File: config.mk
export PLATFORM = sky130hd
export DESIGN_NAME = if_fetch
export DESIGN_NICKNAME = d
export VERILOG_FILES = /design/src/rtl/if_fetch.sv
export SDC_FILE = /design/constraint.sdc
export NUM_CORES = 1
export LEC_CHECK = 0
export ABC_AREA = 0
export CAP_MARGIN = 30
export CORE_MARGIN = 3
export CORE_UTILIZATION = 35
export DETAILED_ROUTE_END_ITERATION = 10
export GPL_TIMING_DRIVEN = 1
export SYNTH_ARGS = -nofsm -noshare
export SYNTH_HDL_FRONTEND = slang
export SYNTH_SLANG_ARGS = --single-unit
File: constraint.sdc
create_clock -name clk -period 4.8 [get_ports clk]
set_clock_uncertainty 0.05 [all_clocks]
set_input_delay 0.48 -clock clk [delete_from_list [all_inputs] [get_ports clk]]
set_output_delay 0.48 -clock clk [all_outputs]
set_load 0.02 [all_outputs]
File: src/rtl/if_fetch.sv
// Instruction fetch stage: owns the fetch PC, issues one memory request at a time,
// and absorbs memory latency, hazard stalls and redirects. Optional macro: IF_NOP_BUBBLE_EN.
module if_fetch #(
    parameter logic [31:0] RESET_PC = 32'h0000_0000
) (
    input  logic        clk,
    input  logic        rst,
    input  logic        hazard_stall,
    input  logic        redirect,
    input  logic [31:0] redirect_pc,
    output logic        im_req_valid,
    input  logic        im_req_ready,
    output logic [31:0] im_addr,
    input  logic        im_rsp_valid,
    input  logic [31:0] im_rsp_data,
    output logic [31:0] pc_o,
    output logic [31:0] pc4_o,
    output logic [31:0] inst_o,
    output logic        mem_stall_o
);
    typedef enum logic [1:0] {IDLE, REQ, WAIT, HOLD} state_t;

    state_t      state;
    logic [31:0] pc_q, addr_q, hold_q;
    logic        kill_q;
    logic [31:0] pc_plus4;
    logic        inst_valid;
    logic [31:0] inst_cur;

    assign pc_plus4     = pc_q + 32'd4;
    assign im_req_valid = (state == REQ);
    assign im_addr      = addr_q;
    assign pc_o         = pc_q;
    assign pc4_o        = pc_plus4;

    // A killed response never reaches the pipeline register.
    assign inst_valid  = ((state == WAIT) && im_rsp_valid && !kill_q) || (state == HOLD);
    assign inst_cur    = (state == HOLD) ? hold_q : im_rsp_data;
    assign mem_stall_o = !inst_valid;

    always_ff @(posedge clk or posedge rst) begin
        if (rst) begin
            state  <= IDLE;
            pc_q   <= RESET_PC;
            addr_q <= RESET_PC;
            kill_q <= 1'b0;
            hold_q <= 32'h0;
        end else begin
            case (state)
                IDLE: begin
                    state <= REQ;
                    if (redirect) begin
                        pc_q   <= redirect_pc;
                        addr_q <= redirect_pc;
                    end else begin
                        addr_q <= pc_q;
                    end
                end
                REQ: begin
                    // The in-flight address stays put; its response is dropped via kill_q.
                    if (redirect) begin
                        pc_q   <= redirect_pc;
                        kill_q <= 1'b1;
                    end
                    if (im_req_ready) state <= WAIT;
                end
                WAIT: begin
                    if (im_rsp_valid) begin
                        kill_q <= 1'b0;
                        state  <= REQ;
                        if (redirect) begin
                            pc_q   <= redirect_pc;
                            addr_q <= redirect_pc;
                        end else if (kill_q) begin
                            addr_q <= pc_q;
                        end else if (!hazard_stall) begin
                            pc_q   <= pc_plus4;
                            addr_q <= pc_plus4;
                        end else begin
                            hold_q <= im_rsp_data;
                            state  <= HOLD;
                        end
                    end else if (redirect) begin
                        pc_q   <= redirect_pc;
                        kill_q <= 1'b1;
                    end
                end
                HOLD: begin
                    if (redirect) begin
                        pc_q   <= redirect_pc;
                        addr_q <= redirect_pc;
                        state  <= REQ;
                    end else if (!hazard_stall) begin
                        pc_q   <= pc_plus4;
                        addr_q <= pc_plus4;
                        state  <= REQ;
                    end
                end
                default: state <= IDLE;
            endcase
        end
    end

`ifdef IF_NOP_BUBBLE_EN
    localparam logic [31:0] NOP = 32'h0000_0013;
    assign inst_o = inst_valid ? inst_cur : NOP;
`else
    logic [31:0] last_q;
    always_ff @(posedge clk or posedge rst) begin
        if (rst)             last_q <= 32'h0;
        else if (inst_valid) last_q <= inst_cur;
    end
    assign inst_o = inst_valid ? inst_cur : last_q;
`endif

endmodule

==> results of run 1 <==
[power breakdown]
part	switching, mW	internal, mW
sequential	0.472	1.50
combinational	1.97	1.51
clock	0.565	0.780
total	3.01	3.78
[worst max-delay path by stage]
stage                      end  depth (start not counted)          from
detailed placement   inst_o[5]                          6  im_rsp_valid
global placement    inst_o[17]                          6  im_rsp_valid
global route         inst_o[8]                          7      state[0]
finish               inst_o[3]                          7      state[0]
CTS                  inst_o[8]                          7      state[0]
floorplan            hold_q[0]                          1           rst
[critical path: stages, from the launching register on]
cell and delay [ns]:
dfrtp_1 0.43, inv_1 0.08, ha_1 0.55, a21o_1 0.32, nand2_2 0.34, buf_4 0.32
o21ai_0 0.26, clkdlybuf4s50_1 0.68
[layout by cell type (no fill, tap or decap), types with 6 or more instances in the layout]
cell type and count:
clkdlybuf4s50_1 197, dfrtp_1 131, nand2_1 104, o21ai_0 90, a21oi_1 58, nor2_1 50, mux2i_1 47, mux2_2 36
nor3_1 25, nand3_1 24, buf_4 20, xnor2_1 19, clkbuf_16 17, inv_1 15, o31ai_1 14, o211ai_1 14
o22ai_1 14, nand2b_1 13, nand4_1 12, xor2_1 12, a221oi_1 10, a31oi_1 10, or4_1 9, a21o_1 8
a41oi_1 7, o311ai_0 7, a22oi_1 7, nor2b_1 7, or2_2 7, a221o_1 6, and3_1 6, inv_6 6
[layer usage]
metal | global-route usage [%] | up-vias | routed length, um
li1 | - | 3789 | -
met1 | 31.4 | 4049 | 12700
met2 | 36.3 | 442 | 14100
met3 | 8.85 | 50 | 3680
met4 | 7.81 | 4 | 623
met5 | 0 | - | 24
[cell usage after synthesis (4+ instances only)]
cell type	instances	area [sq um]
o221ai_1	4	35.0
a221oi_1	10	87.6
a22oi_1	7	52.6
xor2_1	12	105
buf_1	9	33.8
buf_2	11	55.1
a41oi_1	7	61.3
o21ai_0	90	450
a221o_1	6	60.1
and4_1	5	43.8
mux2_2	36	405
or2_2	7	43.8
o41ai_1	4	35.0
and2_1	4	25.0
nand2_1	105	394
o31a_1	5	43.8
buf_4	6	45.0
o311ai_0	7	61.3
a21oi_1	58	290
a31oi_1	10	62.6
nand3_1	24	120
mux2i_1	47	470
inv_1	16	60.1
clkbuf_1	70	263
a21o_1	8	60.1
xnor2_1	19	166
o21bai_1	5	37.5
a211oi_1	4	30.0
nor2b_1	7	43.8
o211ai_1	14	105
dfrtp_1	131	3280
nand4_1	12	75.1
or4_1	9	67.6
ha_1	5	62.6
nand2b_1	13	81.3
o31ai_1	14	105
nor2_1	51	191
nor3_1	25	125
and3_1	6	37.5
o22ai_1	14	87.6
a222oi_1	4	40.0
[per-stage QoR]
stage | hold slack [ns] | cell area, sq um | utilization [%] | total power [mW] | std cells
floorplan | 0.429 | 8350 | - | 3.89 | 948
global placement | 0.422 | 10500 | 45.6 | 5.40 | 1385
detailed placement | 0.430 | 10500 | 45.7 | 5.43 | 1386
CTS | 0.279 | 11100 | 48.3 | 6.81 | 1417
global route | 0.279 | 11100 | 48.3 | 7.20 | 1418
finish | 0.282 | 11100 | 48.3 | 6.79 | 1418
[logic make-up after synthesis]
kind of cell	after synthesis	synth area share, %
simple gates	286	17.3
compound gates	299	23.4
mux	83	10.5
xor+xnor	31	3.25
buf+inv	113	5.51
flops	131	39.3
fa+ha+maj	5	0.749
[flip-flops by register name, indices dropped and copies added, names as in the netlist]
| name | count |
|---|---|
| state | 2 |
| last_q | 32 |
| hold_q | 32 |
| pc_o | 32 |
| kill_q | 1 |
| im_addr | 32 |
[area by class of cell]
type	instances	area (sq um)	area share, %
inverters	17	66.3	0.596
multi-input cells	704	4620	41.5
clock buffers	17	425	3.82
well taps	313	392	3.52
flip-flops and latches	131	3280	29.4
repair buffers	222	2190	19.6
clock inverters	14	166	1.49
==> summary.txt, run 1 <==
Clocking
  – CTS Sinks: 131
  – Post-CTS sizing: 0
  – H-tree levels: 4
  – CTS tree: yes
  – Post-CTS setup repair buffer count: 0
  – Clock transition at the registers of the reported paths: 0.07 ns
  – Hold_buf cts: 0
  – Skew-Pair Late Insertion Delay: 0.43 ns
  – Max Root-Sink Buffers: 2
  – TritonCTS buffer count: 17
  – Clock Tree Root: clkbuf_16

Timing
  – Min cycle time layout: 3.95 ns
  – Setup TNS: 0 ns
  – Setup WS post-layout: 0.853 ns
  – Max Clk Rate: 253 MHz
  – Actual slew at the worst max-slew pin: 0.987 ns
  – Slew HR: 34.1%
  – Final setup violation count: 0
  – Final Cycle Share: 82.2%
  – Final hold violation count: 0
  – Pins over their slew limit: 0
  – RSZ-0062 raised after global routing: no

Synth
  – Synth Instances: 948
  – Async S/R FF share, synth: 100%
  – Post-synthesis cell type count: 69
  – Seq/Total Area, Yosys: 39.3%
  – Post-Syn Area: 8350 sq um
  – Synth Area per Inst: 8.81 sq um
  – Yosys reg bits: 131
  – YS warnings: 0
  – Primary FF master, synth: dfrtp_1
  – Syn nets: 1023
  – Post-synth EDFFs: 0

Floorplan
  – Core area: 23100 sq um
  – Die area: 25700 sq um
  – Chip width: 160 um
  – Die Ht: 160 um
  – Rows: 55
  – Top Ports: 200
  – Initial Util: 36.2%

Status
  – Outcome: complete, no violations

Worst setup path
  – Worst endpoint required time: 4.27 ns
  – Worst setup SP type: register
  – CP Max Fanout: 29
  – Worst setup path category: register to primary output
  – FF-to-FF End: im_addr[28]
  – Worst path arrival time: 3.42 ns
  – Worst R2R Start: state[0]
  – Crit. End Element: primary output
  – Reg2reg path depth: 8
  – R2R Setup Slk: 1.86 ns

Power
  – P_leak: 4.46 nW
  – Max IR drop VDD: 326 uV
  – Power density over cell area: 610 nW/um^2

Min path
  – Hold Crit Class: primary input to asynchronous set/reset pin

Cells and area
  – Inserted Diodes: 0
  – Nets: 1168
  – Layout cells sized above 1: 10.1%
  – Number of fillers in the final layout: 2201
  – Area grow syn2layout: 33.3%

Global route
  – Largest net degree at the start of global routing: 66
  – Global-route wire length before repair: 48400 um
  – Total gr overflow: 0
  – Initial antenna violation count: 2
  – Vias in the first global route: 8190
  – GRT Total Usage: 23.8%

Detailed routing
  – Drc violations: 0
  – Final ANT Viol Nets: 0
  – Iteration-0 DRC Markers: 706
  – Post-DR vias/cell: 5.88
  – Detailed Route WL: 31100 um
  – First-pass iteration count of the detailed router: 5
  – Vias: 8334
  – Routed length per instance: 22.0 um

Placement
  – Post-place setup slack: 1.29 ns
  – Placer congestion estimate: 0.890
  – # port buffers: 199
  – DP Wirelength: 21300 um

Flow run
  – Number of max-cap violations: 0
Note: power is estimated with default switching activity, not from simulation.
==> run 2: changes to the inputs <==
==> constraint.sdc (replaced) <==
create_clock -name clk -period 3.8 [get_ports clk]
set_clock_uncertainty 0.05 [all_clocks]
set_input_delay 0.38 -clock clk [delete_from_list [all_inputs] [get_ports clk]]
set_output_delay 0.38 -clock clk [all_outputs]
set_load 0.02 [all_outputs]
==> run 2 against run 1 <==
Compared with the run above:
- cell count grew 1.3%
- critical endpoint is now pc4_o[31]
- cell area rose by 1.2%
- register-to-register slack got worse by 0.91 ns
- worst hold slack better by 0.021 ns
- largest power group unchanged
- critical path depth shrank 2
- non-clock buffer count up 18
- setup slack got worse by 0.68 ns
==> summary.txt, run 2 (synthesis gave the netlist of run 1 again) <==
Detailed routing
  – Post-DR vias/cell: 5.77
  – First-pass iteration count of the detailed router: 6
  – Routed length per instance: 21.3 um
  – Iteration-0 DRC Markers: 746
  – Vias: 8288
  – Drc violations: 0
  – Final ANT Viol Nets: 0
  – Detailed Route WL: 30600 um

Flow run
  – Number of max-cap violations: 0

Timing
  – Actual slew at the worst max-slew pin: 1.13 ns
  – Pins over their slew limit: 0
  – Final hold violation count: 0
  – Min cycle time layout: 3.62 ns
  – RSZ-0062 raised after global routing: no
  – Slew HR: 24.7%
  – Final setup violation count: 0
  – Setup TNS: 0 ns
  – Final Cycle Share: 95.4%
  – Setup WS post-layout: 0.176 ns
  – Max Clk Rate: 276 MHz
  – Hold Slack: 0.304 ns

Power
  – Pwr Total: 8.64 mW
  – Clock network fraction of design power: 19.6%
  – Power density over cell area: 767 nW/um^2
  – Sw power: 3.79 mW
  – Net Sw Frac: 43.9%
  – Flop pwr share: 27.7%
  – P_leak: 4.55 nW
  – Logic pwr share: 52.8%
  – Max IR drop VDD: 465 uV
  – Cell Int Power: 4.84 mW

Cells and area
  – Commonest cells after routing, fill and taps aside: clkdlybuf4s50_1, dfrtp_1, nand2_1
  – Final Util: 48.9%
  – Nets: 1186
  – Number of fillers in the final layout: 2220
  – Fin cells: 1436
  – Storage element area: 3280 sq um
  – Area occupied by multi-input gates: 4630 sq um
  – Final instance area: 11300 sq um
  – Area grow syn2layout: 34.9%
  – Most common cell after layout, fill and taps aside: clkdlybuf4s50_1
  – Inserted Diodes: 0
  – Layout cells sized above 1: 11.6%

Clocking
  – CTS tree: yes
  – Skew-Pair Late Insertion Delay: 0.43 ns
  – Max Root-Sink Buffers: 2
  – Clock Tree Root: clkbuf_16
  – Clock transition at the registers of the reported paths: 0.06 ns
  – CTS Sinks: 131
  – H-tree levels: 4
  – TritonCTS buffer count: 17
  – Post-CTS setup repair buffer count: 0

Worst setup path
  – Worst setup SP type: register
  – Crit. End Element: primary output
  – R2R Setup Slk: 0.95 ns
  – Worst R2R Start: pc_o[2]
  – Critical Path Max Stage Delay: 0.69 ns
  – Worst path arrival time: 3.19 ns
  – Worst endpoint required time: 3.37 ns
  – Reg2reg path depth: 6
  – Worst setup endpoint: pc4_o[31]
  – Crit. Startpoint: pc_o[11]
  – Crit-path slowest cell: nor4_1
  – Worst setup path category: register to primary output
  – CP Max Fanout: 13
  – FF-to-FF End: im_addr[30]
  – Critical Path, Cell by Cell: and4_1 -> nand4_1 -> nor4_1 -> xor2_1 -> clkdlybuf4s50_1

Placement
  – Placer congestion estimate: 0.895
  – Cells after DPL: 1403
  – DP Wirelength: 21400 um
  – # port buffers: 199
  – Post-place setup slack: 0.615 ns
  – Placed Area: 10600 sq um

Global route
  – Vias in the first global route: 8098
  – Total gr overflow: 0
  – Initial antenna violation count: 1
  – GRT Total Usage: 23.5%
  – Global-route wire length before repair: 48000 um
  – Largest net degree at the start of global routing: 68

Floorplan
  – Chip width: 160 um
  – Initial Util: 36.2%
  – Die area: 25700 sq um
  – Rows: 55
  – Top Ports: 200
  – Die Ht: 160 um
  – Core area: 23100 sq um

Min path
  – Hold Crit Class: primary input to register

Status
  – Outcome: complete, no violations
==> run 2: worst min path at each step <==
stage | start | to | slack (ns) | depth (start not counted)
after CTS | redirect | pc_o[0] | 0.29 | 2
final | redirect | pc_o[0] | 0.30 | 2
after global routing | redirect | pc_o[0] | 0.30 | 2
after detailed placement | last_q[25] | last_q[25] | 0.43 | 2
after floorplan | hold_q[20] | hold_q[20] | 0.43 | 1
after global placement | last_q[23] | last_q[23] | 0.42 | 2
==> run 2: cell type report <==
class	count	area share, %
Clock buffer	17	3.78
Clock inverter	14	1.47
Sequential cell	131	29.1
Inverter	17	0.600
Tap cell	313	3.48
Timing Repair Buffer	240	20.5
Multi-Input combinational cell	704	41.1
==> run 2: layer usage <==
layer  vias up  share of wire [%]  track usage [%]
met3        59                 12             8.10
li1       3836                  -                -
met5         -              0.042                0
met2       469                 44             35.1
met1      3922                 42             31.7
met4         2                2.8             8.24
==> run 2: critical path: cells and delay by family, from the launching register on <==
family	cells	cell delay [ns]
simple gates	3	1.35
buf+inv	1	0.62
flops	1	0.61
xor+xnor	1	0.19
==> run 2: power groups by stage <==
stage | Combinational, mW | Clock (mW) | Sequential (mW)
finish | 4.56 | 1.69 | 2.39
CTS | 4.55 | 1.72 | 2.38
global route | 4.90 | 1.78 | 2.46
detailed placement | 4.53 | 0 | 2.40
floorplan | 2.39 | 0 | 2.51
global placement | 4.50 | 0 | 2.40
==> run 2: what timing repair did <==
item | 4_1_cts | 5_1_grt
endpoints found under the setup margin | 0 | 3
hold buffers | 0 | 0
resized for setup | 0 | 1
